$ cat src/rtl/multi_edge_detector_if.sv
// Bundle of the multi_edge_detector pin-side inputs and status outputs.
// edge_pulse is a valid-only strobe (no ready): it is high for exactly one cycle per
// qualified edge and must be taken that cycle; pending/clr form the held, acknowledged path.
interface multi_edge_detector_if #(
   parameter int NUM_CH = 4
);
   logic [NUM_CH-1:0]   sig_in;
   logic [2*NUM_CH-1:0] mode;
   logic [NUM_CH-1:0]   clr;
   logic [NUM_CH-1:0]   level;
   logic [NUM_CH-1:0]   edge_pulse;
   logic [NUM_CH-1:0]   pending;
   logic [NUM_CH-1:0]   overflow;
   logic                any_pending;

   modport master (
      output sig_in, mode, clr,
      input  level, edge_pulse, pending, overflow, any_pending
   );

   modport slave (
      input  sig_in, mode, clr,
      output level, edge_pulse, pending, overflow, any_pending
   );
endinterface

$ cat src/rtl/multi_edge_detector.sv
// Multi-channel synchronising edge detector with per-channel polarity select and sticky
// pending/overflow flags (write-1-to-clear). Optional glitch filter: define EDGE_FILT_EN.
module multi_edge_detector #(
   parameter int NUM_CH      = 4,
   parameter int SYNC_STAGES = 2,
   parameter int RST_LEVEL   = 1,
   parameter int FILT_LEN    = 4
) (
   input  logic                  clk,
   input  logic                  rst_n,
   multi_edge_detector_if.slave  bus
);

   localparam int   SS      = (SYNC_STAGES < 2) ? 2 : SYNC_STAGES;
   localparam logic RST_BIT = (RST_LEVEL != 0);

   logic [NUM_CH-1:0] s;
   logic [NUM_CH-1:0] level_w;
   logic [NUM_CH-1:0] hist_q;
   logic [NUM_CH-1:0] rise;
   logic [NUM_CH-1:0] fall;
   logic [NUM_CH-1:0] q;
   logic [NUM_CH-1:0] pulse_q;
   logic [NUM_CH-1:0] pend_q;
   logic [NUM_CH-1:0] ovf_q;

   for (genvar g = 0; g < NUM_CH; g++) begin : g_ch
      logic [SS-1:0] chain_q;

      always_ff @(posedge clk) begin
         if (!rst_n) begin
            chain_q <= {SS{RST_BIT}};
         end else begin
            chain_q <= {chain_q[SS-2:0], bus.sig_in[g]};
         end
      end

      assign s[g] = chain_q[SS-1];

`ifdef EDGE_FILT_EN
      localparam int            CW      = $clog2(FILT_LEN + 1);
      localparam logic [CW-1:0] CNT_TOP = CW'(FILT_LEN - 1);

      logic [CW-1:0] cnt_q;
      logic          lvl_q;
      logic          s_next;

      // The counter watches the value s takes on the next edge, so a change that stays
      // stable for FILT_LEN samples reaches level only FILT_LEN-1 cycles after s would.
      assign s_next = chain_q[SS-2];

      always_ff @(posedge clk) begin
         if (!rst_n) begin
            lvl_q <= RST_BIT;
            cnt_q <= '0;
         end else if (s_next != lvl_q) begin
            if (cnt_q == CNT_TOP) begin
               lvl_q <= s_next;
               cnt_q <= '0;
            end else begin
               cnt_q <= cnt_q + 1'b1;
            end
         end else begin
            cnt_q <= '0;
         end
      end

      assign level_w[g] = lvl_q;
`else
      assign level_w[g] = s[g];
`endif
   end

   assign rise = level_w & ~hist_q;
   assign fall = ~level_w & hist_q;

   always_comb begin
      q = '0;
      for (int i = 0; i < NUM_CH; i++) begin
         case (bus.mode[2*i +: 2])
            2'b01:   q[i] = rise[i];
            2'b10:   q[i] = fall[i];
            2'b11:   q[i] = rise[i] | fall[i];
            default: q[i] = 1'b0;
         endcase
      end
   end

   // A new edge in the same cycle as clr wins: pending stays set and overflow restarts at 0.
   always_ff @(posedge clk) begin
      if (!rst_n) begin
         hist_q  <= {NUM_CH{RST_BIT}};
         pulse_q <= '0;
         pend_q  <= '0;
         ovf_q   <= '0;
      end else begin
         hist_q  <= level_w;
         pulse_q <= q;
         for (int i = 0; i < NUM_CH; i++) begin
            if (q[i]) begin
               pend_q[i] <= 1'b1;
               if (bus.clr[i]) begin
                  ovf_q[i] <= 1'b0;
               end else if (pend_q[i]) begin
                  ovf_q[i] <= 1'b1;
               end
            end else if (bus.clr[i]) begin
               pend_q[i] <= 1'b0;
               ovf_q[i]  <= 1'b0;
            end
         end
      end
   end

   assign bus.level       = level_w;
   assign bus.edge_pulse  = pulse_q;
   assign bus.pending     = pend_q;
   assign bus.overflow    = ovf_q;
   assign bus.any_pending = |pend_q;

endmodule

$ cat src/flat_wrapper.sv
// flat-port wrapper written by rule: the top's interface ports become plain ports
module multi_edge_detector_flat 
#(
   parameter int NUM_CH      = 4,
   parameter int SYNC_STAGES = 2,
   parameter int RST_LEVEL   = 1,
   parameter int FILT_LEN    = 4
)
  (clk, rst_n, bus_sig_in, bus_mode, bus_clr, bus_level, bus_edge_pulse, bus_pending, bus_overflow, bus_any_pending);
  multi_edge_detector_if #(.NUM_CH(NUM_CH)) bus_i ();
  input  logic clk;
  input  logic rst_n;
  input wire logic [$bits(bus_i.sig_in)-1:0] bus_sig_in;
  input wire logic [$bits(bus_i.mode)-1:0] bus_mode;
  input wire logic [$bits(bus_i.clr)-1:0] bus_clr;
  output wire logic [$bits(bus_i.level)-1:0] bus_level;
  output wire logic [$bits(bus_i.edge_pulse)-1:0] bus_edge_pulse;
  output wire logic [$bits(bus_i.pending)-1:0] bus_pending;
  output wire logic [$bits(bus_i.overflow)-1:0] bus_overflow;
  output wire logic [$bits(bus_i.any_pending)-1:0] bus_any_pending;
  assign bus_i.sig_in = bus_sig_in;
  assign bus_i.mode = bus_mode;
  assign bus_i.clr = bus_clr;
  assign bus_level = bus_i.level;
  assign bus_edge_pulse = bus_i.edge_pulse;
  assign bus_pending = bus_i.pending;
  assign bus_overflow = bus_i.overflow;
  assign bus_any_pending = bus_i.any_pending;
  multi_edge_detector #(.NUM_CH(NUM_CH), .SYNC_STAGES(SYNC_STAGES), .RST_LEVEL(RST_LEVEL), .FILT_LEN(FILT_LEN)) u_core (.clk(clk), .rst_n(rst_n), .bus(bus_i));
endmodule
$ cat config.mk
export PLATFORM = sky130hd
export DESIGN_NAME = multi_edge_detector_flat
export DESIGN_NICKNAME = d
export VERILOG_FILES = /design/src/rtl/multi_edge_detector_if.sv /design/src/rtl/multi_edge_detector.sv /design/src/flat_wrapper.sv
export SDC_FILE = /design/constraint.sdc
export NUM_CORES = 1
export LEC_CHECK = 0
export ABC_AREA = 1
export BUFFER_PORTS_ARGS = -buffer_cell sky130_fd_sc_hd__buf_4
export CORE_AREA = 4 4 69 71
export DETAILED_ROUTE_END_ITERATION = 6
export DIE_AREA = 0 0 73 75
export PLACE_DENSITY = 0.54
export SLEW_MARGIN = 0
export SYNTH_ARGS = -nofsm -noshare
export SYNTH_HDL_FRONTEND = slang
export SYNTH_SLANG_ARGS = --single-unit
$ cat constraint.sdc
create_clock -name clk -period 1.5 [get_ports clk]
set_input_delay 0.225 -clock clk [delete_from_list [all_inputs] [get_ports clk]]
set_output_delay 0.225 -clock clk [all_outputs]
set_load 0.03 [all_outputs]
==> qor.csv <==
metric;value;unit
fmax;0.832;GHz
clk_path_buf_depth;2;
fin_nets;177;
die_y;75;um
rows;24;
layout_common_cells;buf_4 (34), inv_1 (26), dfxtp_1 (24);
grt_util_met2;11.8;%
fp.dieArea;5480;um2
finalSetupViolations;0;
ios;35;
place_congestion;0.681;
cts_buffers;3;
cp_top_family;flip-flops;
grt_first_pass_wirelength;3.22;mm
worst_pin_slew;0.280;ns
area_delta_synth_final;33.2;%
use_met3;3.07;%
min_period;1.20;ns
cts_hold_buffers;0;
vias;774;
antenna_found_initial;0;
rsz0062_at_grt;false;
h-tree-depth;1;
slew_viol_final;0;
drt-initial-drc-count;16;
slowest_stage;dfxtp_1;
power_leakage;0.000726;uW
cts_setup_buffers;0;
first_pass_iters;4;
final_common_cell;buf_4;
met1_usage;9.70;%
path_cells;inv_1 -> nand4_1 -> buf_4;
final_cells;202;
start_util;23.7;%
hold_ws;0.137;ns
cp-end-kind;output pin;
start_kind;flip-flop;
arrival;0.98;ns
fin_crit_sh;80.1;%
tritoncts;yes;
hold_viol;0;
relSlewSlack;81.3;%
yosys_warnings;0;
core_area;4230;um2
grt_pass1_vias;729;
maxCapViolCount;0;
ant_nets;0;
clk_latency;0.26;ns
power-per-cell-area;989;nW/um2
die_w;73;um
syn_area;1000;um2
max_stage_delay;0.34;ns
cts.clk_slew.worst_paths;0.08;ns
setup_tns;0;ns
drc;0;
cts_num_sinks;24;
path_buf_inv;2;
mappedNetlistNets;143;
numPortBuffers;34;
grt_usage;7.63;%
vdd_drop_max;0.339;mV
worstPathRequired;1.27;ns
cts_root_buf;clkbuf_8;
grt_max_degree;19;
synth.avg_cell_area;8.59;um2
drive_above_1_share;30.0;%
critical_path_class;reg -> out;
status;complete, no violations;
yosysSeqAreaShare;47.8;%
synth_cell_types;17;
dp_cells;198;
grt-busiest-layer;met2;
synth_cells;117;
diodes;0;
synth-seq-cells;24;
hold_class;in -> reg;
drt_wl_total;1.93;mm
fin_skew;0.00119;ns
viasPerCell;3.83;
cts_resized;0;
power.total;1320;uW
overflow;0;
wl_per_cell;9.56;um
crit_fanout;3;
dp_hpwl;1.57;mm
metal layers:
| metal | vias up | wire length [um] | share of wire [%] |
|---|---|---|---|
| met5 | - | 0 | 0 |
| met4 | 0 | 0 | 0 |
| met3 | 0 | 181 | 9.4 |
| met2 | 24 | 860 | 45 |
| met1 | 333 | 890 | 46 |
| li1 | 417 | - | - |
registers in the layout, indices dropped and copies added, names as in the netlist:
name / count
u_core.bus.edge_pulse: 4
u_core.bus.overflow: 4
u_core.g_ch.chain_q: 8
u_core.bus.pending: 4
u_core.hist_q: 4
Yosys cell counts (all sizes together):
master	instances	share of area, %
o211ai	2	1.5
ha	8	10
nand3	8	4.0
inv	27	10
o22ai	2	2.5
nor2	4	1.5
dfxtp	24	48
nand2	18	6.7
nor3	2	1.0
nand4	1	0.62
a21oi	2	1.0
or2	10	6.2
buf	5	4.1
a21o	4	3.0
power breakdown:
part           switching, uW  leakage (uW)  internal [uW]  total [uW]
clock network            205     0.0000288            234         439
registers               12.7      0.000198            665         678
logic                    116      0.000500           90.4         206
path summary, 6_finish.rpt:
kind | start | to | slack (ns) | cells past startpoint
worst min-delay path | bus_sig_in[0] | u_core.g_ch[0].chain_q[0]$_SDFF_PN1_ | 0.14 | 2
worst max register to register | u_core.g_ch[2].chain_q[1]$_SDFF_PN1_ | u_core.bus.overflow[2]$_SDFFE_PN0P_ | 0.33 | 7
worst min register to register | u_core.g_ch[2].chain_q[0]$_SDFF_PN1_ | u_core.g_ch[2].chain_q[1]$_SDFF_PN1_ | 0.41 | 1
worst max-delay path | u_core.bus.pending[3]$_SDFFE_PN0P_ | bus_any_pending | 0.30 | 3
cell families after synthesis:
group,Yosys count,synth area share (%)
fa+ha+maj,8,9.96
buf+inv,32,14.2
flops,24,47.8
simple gates,43,20.0
compound gates,10,7.97
stage by stage:
stage	setup slack [ns]	util, %	instance area [um2]
2_1_floorplan	0.381	-	1000
3_3_place_gp	0.351	30.3	1280
3_5_place_dp	0.333	30.3	1280
4_1_cts	0.273	31.6	1340
5_1_grt	0.214	31.6	1340
6_report	0.298	31.6	1340
area by class of cell:
class / instances / area, um2
flip-flops and latches: 24 / 480
multi-input cells: 61 / 382
inverters: 27 / 101
well taps: 52 / 65.1
clock buffers: 4 / 55.1
repair buffers: 34 / 255
fillers: 453 / 2900
No activity file was read; power rests on OpenSTA's default activity.
